### config.mk
export PLATFORM = sky130hd
export DESIGN_NAME = mem_port_arbiter
export DESIGN_NICKNAME = d
export VERILOG_FILES = /design/src/rtl/mem_port_arbiter_pkg.sv /design/src/rtl/mem_wait_counter.sv /design/src/rtl/mem_port_arbiter.sv
export SDC_FILE = /design/constraint.sdc
export NUM_CORES = 1
export LEC_CHECK = 0
export CAP_MARGIN = 20
export CORE_ASPECT_RATIO = 1.75
export CORE_MARGIN = 2
export CORE_UTILIZATION = 46
export DETAILED_ROUTE_END_ITERATION = 7
export PLACE_DENSITY_LB_ADDON = 0.1
export SLEW_MARGIN = 20
export SYNTH_ARGS = -nofsm -noshare
export SYNTH_HDL_FRONTEND = slang
export SYNTH_SLANG_ARGS = --single-unit
### constraint.sdc
create_clock -name clk -period 2.7 [get_ports clk]
set_input_delay 0.54 -clock clk [delete_from_list [all_inputs] [get_ports clk]]
set_output_delay 0.54 -clock clk [all_outputs]
set_load 0.005 [all_outputs]
### src/rtl/mem_port_arbiter_pkg.sv
// Shared definitions for the unified-memory port arbiter: default widths,
// watchdog sizing and the 3-bit state encoding of the arbiter FSM.
package mem_port_arbiter_pkg;

    localparam int ADDR_W_DEF  = 32;
    localparam int DATA_W_DEF  = 32;
    localparam int TIMEOUT_DEF = 16;
    localparam int WAIT_CNT_W  = 8;

    typedef enum logic [2:0] {
        IDLE   = 3'd0,
        BUSY_D = 3'd1,
        BUSY_I = 3'd2,
        DONE_D = 3'd3,
        DONE_I = 3'd4
    } state_t;

    function automatic logic is_busy(input state_t s);
        return (s == BUSY_D) || (s == BUSY_I);
    endfunction

endpackage

### src/rtl/mem_wait_counter.sv
// Watchdog for one memory transaction: counts cycles spent waiting for
// mem_ack and flags expiry once the count reaches TIMEOUT-1.
module mem_wait_counter
    import mem_port_arbiter_pkg::*;
#(
    parameter int TIMEOUT = TIMEOUT_DEF
) (
    input  logic clk,
    input  logic rst,
    input  logic clear,
    input  logic run,
    output logic expired
);

    logic [WAIT_CNT_W-1:0] count;

    // Count waiting cycles; restart from zero whenever the arbiter is not busy.
    always_ff @(posedge clk) begin
        if (rst || clear) begin
            count <= '0;
        end else if (run) begin
            count <= count + 1'b1;
        end
    end

    assign expired = (count == WAIT_CNT_W'(TIMEOUT - 1));

endmodule

### src/rtl/mem_port_arbiter.sv
// Arbitrates the single-ported unified memory between instruction fetch
// (read-only) and the MEM-stage data port. Data wins ties because it belongs
// to the older instruction. Each transaction is bounded by a watchdog whose
// expiry raises a sticky bus error.
module mem_port_arbiter
    import mem_port_arbiter_pkg::*;
#(
    parameter int ADDR_W  = ADDR_W_DEF,
    parameter int DATA_W  = DATA_W_DEF,
    parameter int TIMEOUT = TIMEOUT_DEF
) (
    input  logic              clk,
    input  logic              rst,
    input  logic              if_req,
    input  logic [ADDR_W-1:0] if_addr,
    output logic [DATA_W-1:0] if_rdata,
    output logic              if_done,
    output logic              if_stall,
    input  logic              d_req,
    input  logic              d_we,
    input  logic [ADDR_W-1:0] d_addr,
    input  logic [DATA_W-1:0] d_wdata,
    output logic [DATA_W-1:0] d_rdata,
    output logic              d_done,
    output logic              d_stall,
    output logic              mem_req,
    output logic              mem_we,
    output logic [ADDR_W-1:0] mem_addr,
    output logic [DATA_W-1:0] mem_wdata,
    input  logic [DATA_W-1:0] mem_rdata,
    input  logic              mem_ack,
    output logic              bus_err
);

    state_t state;
    logic   discard;
    logic   busy;
    logic   expired;
    logic   d_keep;
    logic   if_keep;

    assign busy = is_busy(state);

    mem_wait_counter #(
        .TIMEOUT (TIMEOUT)
    ) u_wait_counter (
        .clk     (clk),
        .rst     (rst),
        .clear   (~busy),
        .run     (busy),
        .expired (expired)
    );

    // A requester that has let go at any point of its transaction, including
    // the completing cycle, must not see a done pulse or fresh read data.
    assign d_keep  = d_req  & ~discard;
    assign if_keep = if_req & ~discard;

    assign if_stall = if_req & ~if_done;
    assign d_stall  = d_req  & ~d_done;

    // Arbiter FSM with registered memory-side and requester-side outputs.
    always_ff @(posedge clk) begin
        if (rst) begin
            state     <= IDLE;
            mem_req   <= 1'b0;
            mem_we    <= 1'b0;
            mem_addr  <= '0;
            mem_wdata <= '0;
            if_rdata  <= '0;
            d_rdata   <= '0;
            if_done   <= 1'b0;
            d_done    <= 1'b0;
            bus_err   <= 1'b0;
            discard   <= 1'b0;
        end else begin
            if_done <= 1'b0;
            d_done  <= 1'b0;
            case (state)
                IDLE: begin
                    discard <= 1'b0;
                    if (d_req) begin
                        state     <= BUSY_D;
                        mem_req   <= 1'b1;
                        mem_we    <= d_we;
                        mem_addr  <= d_addr;
                        mem_wdata <= d_wdata;
                    end else if (if_req) begin
                        state    <= BUSY_I;
                        mem_req  <= 1'b1;
                        mem_we   <= 1'b0;
                        mem_addr <= if_addr;
                    end
                end
                BUSY_D: begin
                    if (!d_req) begin
                        discard <= 1'b1;
                    end
                    if (mem_ack || expired) begin
                        state   <= DONE_D;
                        mem_req <= 1'b0;
                        if (!mem_ack) begin
                            bus_err <= 1'b1;
                        end
                        if (d_keep) begin
                            d_done <= 1'b1;
                            if (!mem_ack) begin
                                d_rdata <= '0;
                            end else if (!mem_we) begin
                                d_rdata <= mem_rdata;
                            end
                        end
                    end
                end
                BUSY_I: begin
                    if (!if_req) begin
                        discard <= 1'b1;
                    end
                    if (mem_ack || expired) begin
                        state   <= DONE_I;
                        mem_req <= 1'b0;
                        if (!mem_ack) begin
                            bus_err <= 1'b1;
                        end
                        if (if_keep) begin
                            if_done  <= 1'b1;
                            if_rdata <= mem_ack ? mem_rdata : '0;
                        end
                    end
                end
                DONE_D, DONE_I: begin
                    state   <= IDLE;
                    discard <= 1'b0;
                end
                default: begin
                    state <= IDLE;
                end
            endcase
        end
    end

endmodule

==> metrics.cfg, run 1 <==
[place]
port_buffers = 268
place_area_um2 = 9100
gp_congestion = 0.821
hpwl_mm = 15.1
pre_cts_ws_ps = 351
dp_cells = 1098

[route]
final_antenna_net_count = 0
viasPerCell = 5.85
drtIter0Drc = 359
dr.pass1.iters = 5
wl_per_cell_um = 19.5
num_vias = 6612
routed_wl_mm = 22.0
drc = 0

[synthesis]
synth_top_area_share_pct = 44.9
syn_avg_cell_area_um2 = 9.05
yosys-top-cells-area = dfxtp_1, a21oi_1, mux2i_1
post_synth_num_cell_types = 44
ys_ff_latch = 145
synth.most_common_cell = dfxtp_1
yosysTopAreaCell = dfxtp_1
synthesis.area_um2 = 6460
syn_nets = 849
synthArstFlopShare_pct = 0
synth.cells.most_frequent = dfxtp_1, a21oi_1, nand2_1
ys.flop_type = dfxtp_1
yosys_warnings = 0
synthCells = 714
synth_edf_count = 0
ys_seq_area_share_pct = 44.9

[setup_path]
path_class = in -> out
start_kind = primary input
path_max_fanout = 6
cp_slowest_stage_delay_ps = 580
critPathCaptureType = output port
cp_num_buf_inv = 2
crit_slowest_cell = clkdlybuf4s50_1
required_ps = 2160
rr_startpoint = u_wait_counter.count[7]
crit_family = buffers and inverters
crit_start = if_req
crit_chain = clkdlybuf4s50_1 > nor2b_1 > clkdlybuf4s50_1
cpMostUsedCell = clkdlybuf4s50_1
arrival_ps = 1800

[power_and_ir_drop]
p_clk_share_pct = 40.1
combPwrFrac_pct = 19.1
swShare_pct = 26.5
intPower_mw = 4.31
ir_drop_v = 0.000480
p_per_area_nw_per_um2 = 604
power_frac_seq_pct = 40.8
power.total_mw = 5.86
switchingPower_mw = 1.55
leakage_nw = 3.46

[floorplan]
pin_count = 269
start_util_pct = 46.7
placement_rows = 57
die_area_um2 = 15100
die_w_um = 93.6
die_y_um = 161
core_um2 = 13800

[min_path]
hold_start = mem_wdata[9]
hp-class = reg -> reg

[timing]
finalClockSkew_ps = 11.6
final-setup-viol-count = 0
finalCritPeriodShare_pct = 86.7
fin_ws_ps = 359
finalHoldViolCount = 0
fin_crit_ps = 2340
slew_headroom_pct = 25.0
drv_slew = 0
rsz0062_at_grt = false
finalSetupTns_ps = 0
holdWs_ps = 456
tightest_slew_ps = 1130
max_freq_mhz = 427

[clock_network]
ctsHtreeMaxLevel = 4
cts_buffers = 17
cts_tree = yes
clock-sinks = 145
clock_path_buffers = 2
worstSkewPairLatency_ps = 420
root_buffer = clkbuf_16
path_clk_slew_ps = 60
cts_hold_buf = 0
postCtsSetupBuffers = 0
cts_resized = 0

[cells_and_area]
finalCoreUtilization_pct = 70.1
final_area_um2 = 9700
layout.nets = 1075
area_growth_pct = 50.1
drive_above_1_share_pct = 6.09
layout.cells.non_filler = 1131
fill_cells = 1072

[global_routing]
grt_pass1_wl_mm = 33.5
grt_pass1_vias = 6501
antenna_found_initial = 1
grt_max_degree = 73
grt_use_total_pct = 27.9
overflow = 0

[run_status]
outcome = completed

[flow_run]
maxCapViolCount = 0

## worst paths after layout
kind / end / cells past startpoint / slack, ps
setup / recovery: if_stall / 3 / 360
setup reg to reg: mem_req / 3 / 630
hold / removal: mem_wdata[9] / 2 / 460
hold reg to reg: mem_wdata[9] / 2 / 460
## sequential cells by signal, indices dropped and copies added, names as in the netlist
register and cells:
d_rdata 32, if_rdata 32, mem_addr 32, mem_wdata 32, u_wait_counter.count 8, state 3, bus_err 1, d_done 1
discard 1, if_done 1, mem_req 1, mem_we 1
## area by class of cell
type                    count  area, um^2  share of cell area, %
diodes                      1        2.50                 0.0258
well taps                 177         221                   2.28
inverters                   5        18.8                  0.193
flip-flops and latches    145        2900                   29.9
clock inverters            12         146                   1.51
multi-input cells         487        3160                   32.5
repair buffers            284        2810                   28.9
clock buffers              20         447                   4.60
## per-layer routing
layer	GRT usage (%)	vias to the layer above	share of wire, %
met1	29.4	3193	36
met5	0	-	0
met4	12.0	0	3.0
met2	51.0	283	53
li1	-	3094	-
met3	7.60	42	8.2
## worst reg2reg max path, stage by stage (launching register included)
cell and delay (ps):
dfxtp_1 340, or4_2 1040, o21ai_0 420, a311oi_1 140
## power groups by stage
| stage | sequential, mW | clock [mW] | combinational, mW |
|---|---|---|---|
| 2_1_floorplan | 2.43 | 0 | 0.475 |
| 3_3_place_gp | 2.42 | 0 | 1.09 |
| 3_5_place_dp | 2.43 | 0 | 1.12 |
| 4_1_cts | 2.39 | 2.39 | 1.12 |
| 5_1_grt | 2.40 | 2.49 | 1.20 |
| 6_report | 2.39 | 2.35 | 1.12 |
## layout by cell type, fill, tap and decap left out, drive strengths merged, types with 3 or more instances in the layout
| cell type | synthesis | final |
|---|---|---|
| nor2b | 37 | 37 |
| a31oi | 30 | 30 |
| a211oi | 33 | 33 |
| nor3 | 3 | 3 |
| nor2 | 9 | 9 |
| a21oi | 72 | 72 |
| o21ai | 36 | 36 |
| a21boi | 32 | 32 |
| nand3 | 35 | 35 |
| clkbuf | 35 | 20 |
| clkdlybuf4s50 | 0 | 266 |
| mux2i | 33 | 33 |
| and4b | 3 | 3 |
| buf | 42 | 18 |
| a221o | 32 | 32 |
| dfxtp | 145 | 145 |
| o211ai | 34 | 34 |
| clkinv | 0 | 4 |
| nand2 | 71 | 71 |
| inv | 5 | 10 |
## cell families after synthesis
family | Yosys count | synth area share (%)
flip-flops | 145 | 44.9
adder cells (fa/ha/maj) | 1 | 0.194
AND/OR/NAND/NOR | 175 | 14.4
XOR/XNOR | 4 | 0.542
AO/OA/AOI/OAI | 274 | 28.5
buffers and inverters | 82 | 6.39
multiplexers | 33 | 5.11
Note: power is estimated with default switching activity, not from simulation.
==> run 2: changes to the inputs <==
--- a/config.mk
+++ b/config.mk
@@ -9,6 +9,7 @@
 export CORE_ASPECT_RATIO = 1.75
 export CORE_MARGIN = 2
 export CORE_UTILIZATION = 46
+export CTS_CLUSTER_DIAMETER = 120
 export DETAILED_ROUTE_END_ITERATION = 7
 export PLACE_DENSITY_LB_ADDON = 0.1
 export SLEW_MARGIN = 20
==> results of run 2 <==
Final layout, timing and power as in run 1 (identical DEF).
==> run 3: changes to the inputs <==
--- a/config.mk
+++ b/config.mk
@@ -6,9 +6,11 @@
 export NUM_CORES = 1
 export LEC_CHECK = 0
 export CAP_MARGIN = 20
+export CELL_PAD_IN_SITES_DETAIL_PLACEMENT = 1
+export CELL_PAD_IN_SITES_GLOBAL_PLACEMENT = 2
 export CORE_ASPECT_RATIO = 1.75
 export CORE_MARGIN = 2
-export CORE_UTILIZATION = 46
+export CORE_UTILIZATION = 26
 export CTS_CLUSTER_DIAMETER = 120
 export DETAILED_ROUTE_END_ITERATION = 7
 export PLACE_DENSITY_LB_ADDON = 0.1
==> run 3 against run 2 <==
Via count decreased by 1.3%. Setup slack got worse by 3.1 ps. Count of clock-buffer cells in the layout increased by 3. Combinational power about the same. Non-clock buffer count increased by 4. Sequential cell count unchanged. Power increased by 2.9%. Sequential share of layout area decreased by 0.89 points. Hold slack got worse by 28 ps. Largest power group is now clock. Core utilization decreased by 29 points. Die area increased by 74%.
==> metrics.cfg, run 3 (synthesized netlist as in run 1, its figures left out) <==
[cells_and_area]
fill_cells = 2841
multi_input_area_um2 = 3170
regArea_um2 = 2900
area_growth_pct = 54.7
final_cell_mix = clkdlybuf4s50_1, dfxtp_1, a21oi_1, nand2_1, nor2b_1
drive_above_1_share_pct = 6.58
final_common_cell = clkdlybuf4s50_1
n_antenna_cell = 0
layout.nets = 1079

[setup_path]
critPathCaptureType = output port
path_class = in -> out
worst-r2r-setup-slack_ps = 820
start_kind = primary input
required_ps = 2160
path_max_fanout = 6
arrival_ps = 1800

[clock_network]
cts_hold_buf = 0
clock-sinks = 145
ctsHtreeMaxLevel = 4
worstSkewPairLatency_ps = 430
cts_resized = 0
postCtsSetupBuffers = 0
root_buffer = clkbuf_16
cts_tree = yes
clock_path_buffers = 2
cts_buffers = 17
path_clk_slew_ps = 60

[timing]
slew_headroom_pct = 41.9
finalClockSkew_ps = 13.1
fin_crit_ps = 2340
rsz0062_at_grt = false
drv_slew = 0
finalHoldViolCount = 0
max_freq_mhz = 427
final-setup-viol-count = 0
tightest_slew_ps = 870
finalSetupTns_ps = 0
finalCritPeriodShare_pct = 86.8

[global_routing]
grt_pass1_vias = 6984
grt_use_total_pct = 19.3
antenna_found_initial = 0
grt_pass1_wl_mm = 38.8
overflow = 0
grt_max_degree = 41

[place]
gp_congestion = 0.742
port_buffers = 268
hpwl_mm = 17.7

[floorplan]
core_um2 = 24500
die_w_um = 123
die_y_um = 213
pin_count = 269
placement_rows = 76
start_util_pct = 26.3
die_area_um2 = 26200

[route]
viasPerCell = 5.14
drc = 0
wl_per_cell_um = 19.9
drtIter0Drc = 282
dr.pass1.iters = 4
num_vias = 6528
final_antenna_net_count = 0
routed_wl_mm = 25.2

[run_status]
outcome = completed

[power_and_ir_drop]
power_frac_seq_pct = 39.9
intPower_mw = 4.47
combPwrFrac_pct = 18.9
switchingPower_mw = 1.56
p_per_area_nw_per_um2 = 602
ir_drop_v = 0.000416
swShare_pct = 25.8
p_clk_share_pct = 41.1
leakage_nw = 3.51
power.total_mw = 6.03

[min_path]
hp-class = in -> reg

[flow_run]
maxCapViolCount = 0

-- run 3: changes by cell type in the layout (fill, tap and decap cells not counted), sizes merged --
cell,before,now
buf,18,22
bufinv,2,3
clkbuf,20,23
clkinvlp,1,2
diode,1,0
inv,10,5
-- run 3: layout make-up --
| class | count | share of cell area [%] |
|---|---|---|
| multi-input cells | 487 | 31.7 |
| clock inverters | 9 | 1.29 |
| flip-flops and latches | 145 | 29.0 |
| clock buffers | 23 | 4.88 |
| repair buffers | 288 | 29.0 |
| inverters | 5 | 0.188 |
| well taps | 312 | 3.90 |
-- run 3: layer usage --
layer	GRT usage (%)	part of all wire (%)	vias to the layer above
met5	0	0	-
met4	7.60	2.5	0
met3	4.83	6.3	36
met2	34.1	52	205
met1	22.0	39	3187
li1	-	-	3100
-- run 3: path summary, 6_finish.rpt --
path,start,end,depth (start not counted)
setup / recovery,if_req,if_stall,3
hold / removal,rst,if_rdata[30],2
setup reg to reg,state[2],d_rdata[15],5
hold reg to reg,mem_wdata[14],mem_wdata[14],2
-- run 3: worst max-delay path, cell delays in order --
cell	delay, ps
clkdlybuf4s50_1	590
nor2b_1	170
clkdlybuf4s50_1	510
-- run 3: metrics by stage --
step / hold WS [ps] / std cells / util, % / worst slack [ps] / cell area (um^2)
6_report: 428 / 1269 / 40.8 / 356 / 10000
5_1_grt: 421 / 1269 / 40.8 / 303 / 10000
4_1_cts: 403 / 1269 / 40.8 / 355 / 10000
3_5_place_dp: 441 / 1237 / 38.3 / 287 / 9390
3_3_place_gp: 432 / 1237 / 38.3 / 356 / 9390
2_1_floorplan: 418 / 714 / - / 1010 / 6460
-- run 3: power by group through the flow --
| stage | clock network (mW) | logic [mW] | registers, mW |
|---|---|---|---|
| after floorplan | 0 | 0.475 | 2.43 |
| after global placement | 0 | 1.13 | 2.44 |
| after detailed placement | 0 | 1.16 | 2.45 |
| after CTS | 2.57 | 1.16 | 2.41 |
| after global routing | 2.64 | 1.24 | 2.42 |
| final | 2.48 | 1.14 | 2.40 |
